### config.mk
export PLATFORM = sky130hd
export DESIGN_NAME = mult_seq_ctrl_flat
export DESIGN_NICKNAME = d
export VERILOG_FILES = /design/src/rtl/mult_seq_ctrl_if.sv /design/src/rtl/mult_seq_ctrl.sv /design/src/flat_wrapper.sv
export SDC_FILE = /design/constraint.sdc
export NUM_CORES = 1
export LEC_CHECK = 0
export CAP_MARGIN = 20
export CORE_MARGIN = 3
export CORE_UTILIZATION = 48
export DETAILED_ROUTE_END_ITERATION = 10
export MAX_ROUTING_LAYER = met4
export PLACE_DENSITY_LB_ADDON = 0.3
export SLEW_MARGIN = 25
export SYNTH_ARGS = -nofsm -noshare
export SYNTH_HDL_FRONTEND = slang
export SYNTH_SLANG_ARGS = --single-unit
### constraint.sdc
create_clock -name clk -period 3.4 [get_ports clk]
set_clock_uncertainty 0.2 [all_clocks]
set_input_delay 1.02 -clock clk [delete_from_list [all_inputs] [get_ports clk]]
set_output_delay 1.02 -clock clk [all_outputs]
set_load 0.02 [all_outputs]
### src/rtl/mult_seq_ctrl_if.sv
// mult_seq_ctrl_if: switch/button inputs, adder/subtractor hookup and product outputs of the multiplier sequencer.
interface mult_seq_ctrl_if #(parameter int N = 8);
    logic         run;
    logic         clear_a_load_b;
    logic [N-1:0] sw;
    logic [N-1:0] addsub_a;
    logic [N-1:0] addsub_b;
    logic         addsub_fn;
    logic [N:0]   addsub_s;
    logic [N-1:0] aval;
    logic [N-1:0] bval;
    logic         x;
    logic         done;

    modport slave (
        input  run, clear_a_load_b, sw, addsub_s,
        output addsub_a, addsub_b, addsub_fn, aval, bval, x, done
    );

    modport master (
        output run, clear_a_load_b, sw, addsub_s,
        input  addsub_a, addsub_b, addsub_fn, aval, bval, x, done
    );
endinterface

### src/rtl/mult_seq_ctrl.sv
// mult_seq_ctrl: add/shift sequencer for an NxN signed multiplier; {A,B} holds the 2N-bit product.
module mult_seq_ctrl #(parameter int N = 8) (
    input logic clk,
    input logic rst,
    mult_seq_ctrl_if.slave bus
);
    typedef enum logic [1:0] {IDLE, ADD, SHIFT, DONE} state_t;

    state_t               state;
    logic [N-1:0]         a, b, m;
    logic                 x, done;
    logic [$clog2(N)-1:0] cnt;

    // The multiplier's sign bit carries negative weight, so the last step subtracts.
    assign bus.addsub_fn = (state == ADD) && (cnt == N-1);
    assign bus.addsub_a  = a;
    assign bus.addsub_b  = m;
    assign bus.aval      = a;
    assign bus.bval      = b;
    assign bus.x         = x;
    assign bus.done      = done;

    always_ff @(posedge clk) begin
        if (rst) begin
            state <= IDLE;
            a     <= '0;
            b     <= '0;
            m     <= '0;
            x     <= 1'b0;
            cnt   <= '0;
            done  <= 1'b0;
        end else begin
            case (state)
                IDLE: begin
                    if (bus.clear_a_load_b) begin
                        a <= '0;
                        x <= 1'b0;
                        b <= bus.sw;
                    end else if (bus.run) begin
                        m     <= bus.sw;
                        a     <= '0;
                        x     <= 1'b0;
                        cnt   <= '0;
                        state <= ADD;
                    end
                end
                ADD: begin
                    if (b[0])
                        {x, a} <= bus.addsub_s;
                    state <= SHIFT;
                end
                SHIFT: begin
                    a <= {x, a[N-1:1]};
                    b <= {a[0], b[N-1:1]};
                    if (cnt == N-1) begin
                        state <= DONE;
                        done  <= 1'b1;
                    end else begin
                        cnt   <= cnt + 1'b1;
                        state <= ADD;
                    end
                end
                default: begin
                    if (!bus.run) begin
                        state <= IDLE;
                        done  <= 1'b0;
                    end
                end
            endcase
        end
    end
endmodule

### src/flat_wrapper.sv
// flat-port wrapper written by rule: the top's interface ports become plain ports
module mult_seq_ctrl_flat 
#(parameter int N = 8)
  (clk, rst, bus_run, bus_clear_a_load_b, bus_sw, bus_addsub_s, bus_addsub_a, bus_addsub_b, bus_addsub_fn, bus_aval, bus_bval, bus_x, bus_done);
  mult_seq_ctrl_if #(.N(N)) bus_i ();
  input logic clk;
  input logic rst;
  input wire logic [$bits(bus_i.run)-1:0] bus_run;
  input wire logic [$bits(bus_i.clear_a_load_b)-1:0] bus_clear_a_load_b;
  input wire logic [$bits(bus_i.sw)-1:0] bus_sw;
  input wire logic [$bits(bus_i.addsub_s)-1:0] bus_addsub_s;
  output wire logic [$bits(bus_i.addsub_a)-1:0] bus_addsub_a;
  output wire logic [$bits(bus_i.addsub_b)-1:0] bus_addsub_b;
  output wire logic [$bits(bus_i.addsub_fn)-1:0] bus_addsub_fn;
  output wire logic [$bits(bus_i.aval)-1:0] bus_aval;
  output wire logic [$bits(bus_i.bval)-1:0] bus_bval;
  output wire logic [$bits(bus_i.x)-1:0] bus_x;
  output wire logic [$bits(bus_i.done)-1:0] bus_done;
  assign bus_i.run = bus_run;
  assign bus_i.clear_a_load_b = bus_clear_a_load_b;
  assign bus_i.sw = bus_sw;
  assign bus_i.addsub_s = bus_addsub_s;
  assign bus_addsub_a = bus_i.addsub_a;
  assign bus_addsub_b = bus_i.addsub_b;
  assign bus_addsub_fn = bus_i.addsub_fn;
  assign bus_aval = bus_i.aval;
  assign bus_bval = bus_i.bval;
  assign bus_x = bus_i.x;
  assign bus_done = bus_i.done;
  mult_seq_ctrl #(.N(N)) u_core (.clk(clk), .rst(rst), .bus(bus_i));
endmodule
==> results.json <==
{
  "ctsHoldBuffers": 0,
  "port_buffers": 55,
  "synth_ff_type": "dfxtp_1",
  "yosys_warnings": 0,
  "yosysUniqueCellTypes": 31,
  "end_kind": "output pin",
  "hpwl_um": 2630,
  "arrival_ps": 1860,
  "grt_max_degree": 32,
  "wl_um": 3610,
  "drv_cap": 0,
  "syn-num-nets": 198,
  "die_w_um": 63.6,
  "fin_tns_setup_ps": 0,
  "grt.met1_usage_pct": 22.9,
  "synth_area_leaders": "dfxtp_1, mux2i_1, nor2_1",
  "max_freq_mhz": 325,
  "gr-usage-all-layers_pct": 19.7,
  "p_total_w": 0.00150,
  "power.density_nw_per_um2": 697,
  "criticalPathCategory": "register to output pin",
  "drt_pre_antenna_iters": 4,
  "final_cell_mix": "clkdlybuf4s50_1, dfxtp_1, nor2_1",
  "nNetsFinal": 244,
  "ir_worst_vdd_v": 0.000405,
  "cts.clk_slew.worst_paths_ps": 90,
  "syn_area_per_cell_um2": 9.36,
  "synth_top_area_share_pct": 39.0,
  "startpoint_type": "register",
  "worstMarginPinSlew_ps": 534,
  "cts_buffers": 5,
  "nFillCells": 271,
  "hold_class": "register to register",
  "multi_input_area_um2": 836,
  "ant_nets": 0,
  "vias_per_cell": 5.19,
  "synth_seq_cells": 31,
  "die_y_um": 63.6,
  "synth_area_leader_cell": "dfxtp_1",
  "clock_path_buffers": 2,
  "vias": 1350,
  "drive_above_1_share_pct": 8.80,
  "cts_setup_buffers": 0,
  "grt.busiest_layer": "met2",
  "synth-edff-count": 0,
  "hold_violations": 0,
  "use_met2_pct": 32.5,
  "grt_pass1_wl_um": 6200,
  "syn-cell-area_um2": 1590,
  "num_rows": 20,
  "fin_crit_sh_pct": 90.5,
  "min_period_ps": 3080,
  "core_area_um2": 3100,
  "synth-async-reset-ratio_pct": 0,
  "place_area_um2": 2090,
  "cts_tree": "yes",
  "grt_overflow": 0,
  "status": "finished clean",
  "relSlewSlack_pct": 64.3,
  "h-tree-depth": 2,
  "clkLatencyLatePin_ps": 320,
  "mostFrequentLayoutCell": "clkdlybuf4s50_1",
  "design_area_um2": 2150,
  "dp_slack_ps": 622,
  "antenna_found_initial": 0,
  "drcViolationCount": 0,
  "rsz0062_at_grt": "no",
  "finalWorstSetupSlack_ps": 321,
  "wire_per_inst_um": 13.9,
  "antenna_cells": 0,
  "grtUsageMet3_pct": 6.60,
  "grt_pass1_vias": 1368,
  "ys_seq_area_share_pct": 39.0,
  "setup_viol": 0,
  "routabilityCongestion": 0.769,
  "initial_core_util_pct": 51.3,
  "clockRootBuffer": "clkbuf_4",
  "io_pins": 56,
  "synthCells": 170,
  "crit_fanout": 4,
  "clkSinkCount": 31,
  "finalMaxSlewViolations": 0,
  "synthToLayoutAreaGrowth_pct": 35.0,
  "drt_iter0_markers": 53,
  "worstPathRequired_ps": 2180,
  "final-seq-area_um2": 621,
  "p_leak_nw": 0.822,
  "dieArea_um2": 4040,
  "cts_resized": 0
}
-- worst paths after layout --
check	slack, ps	endpoint	cells after the start	from
worst max register to register	1190	u_core.bus.bval[2]	6	u_core.state[0]
worst max-delay path	320	bus_addsub_fn	4	u_core.cnt[0]
worst min-delay path	280	u_core.cnt[2]	2	u_core.cnt[2]
worst min register to register	280	u_core.cnt[2]	2	u_core.cnt[2]
-- synth_stat cells, types with 3 or more instances --
cell type / count
clkbuf_1: 4
dfxtp_1: 31
nand2b_1: 3
a22o_1: 8
buf_4: 8
mux2i_1: 17
a21oi_1: 12
a211oi_1: 10
nand3_1: 12
buf_2: 3
nor2_1: 24
ha_1: 7
buf_6: 3
nand2_1: 8
-- power by group --
| part | switching (W) | internal [W] |
|---|---|---|
| logic | 0.000452 | 0.000344 |
| registers | 0.0000556 | 0.000431 |
| clock network | 0.000118 | 0.0000957 |
-- registers in the layout (all words and copies together), names as in the netlist --
register,cells
u_core.bus.addsub_a,8
u_core.bus.addsub_b,8
u_core.bus.bval,8
u_core.bus.done,1
u_core.bus.x,1
u_core.cnt,3
u_core.state,2
-- routing by layer --
metal	routed length, um	vias up
li1	-	689
met1	1630	616
met2	1730	39
met3	194	6
met4	48	0
met5	0	-
-- per-stage QoR --
| stage | util (%) | std cells | hold slack, ps |
|---|---|---|---|
| 2_1_floorplan | - | 170 | 250 |
| 3_3_place_gp | 67.4 | 253 | 257 |
| 3_5_place_dp | 67.4 | 253 | 273 |
| 4_1_cts | 69.2 | 260 | 284 |
| 5_1_grt | 69.2 | 260 | 304 |
| 6_report | 69.2 | 260 | 283 |
-- worst max-delay path, cell delays in order (launching register included) --
cell and delay, ps:
dfxtp_1 360, ha_1 160, ha_1 270, and2_1 160
clkdlybuf4s50_1 600
-- layout make-up --
type,instances,share of cell area (%)
repair buffers,58,26.7
flip-flops and latches,31,28.9
well taps,44,2.56
inverters,2,0.349
clock inverters,1,0.233
clock buffers,6,2.39
multi-input cells,118,38.9
-- cells by family (layout without fill, tap and decap cells) --
logic type / after synthesis / count (layout) / share of synthesized area, %
flip-flops: 31 / 31 / 39.0
buffers and inverters: 21 / 67 / 8.49
multiplexers: 18 / 18 / 11.4
adder cells (fa/ha/maj): 7 / 7 / 5.50
AO/OA/AOI/OAI: 34 / 34 / 16.4
AND/OR/NAND/NOR: 59 / 59 / 19.3
Note: power is estimated with default switching activity, not from simulation.
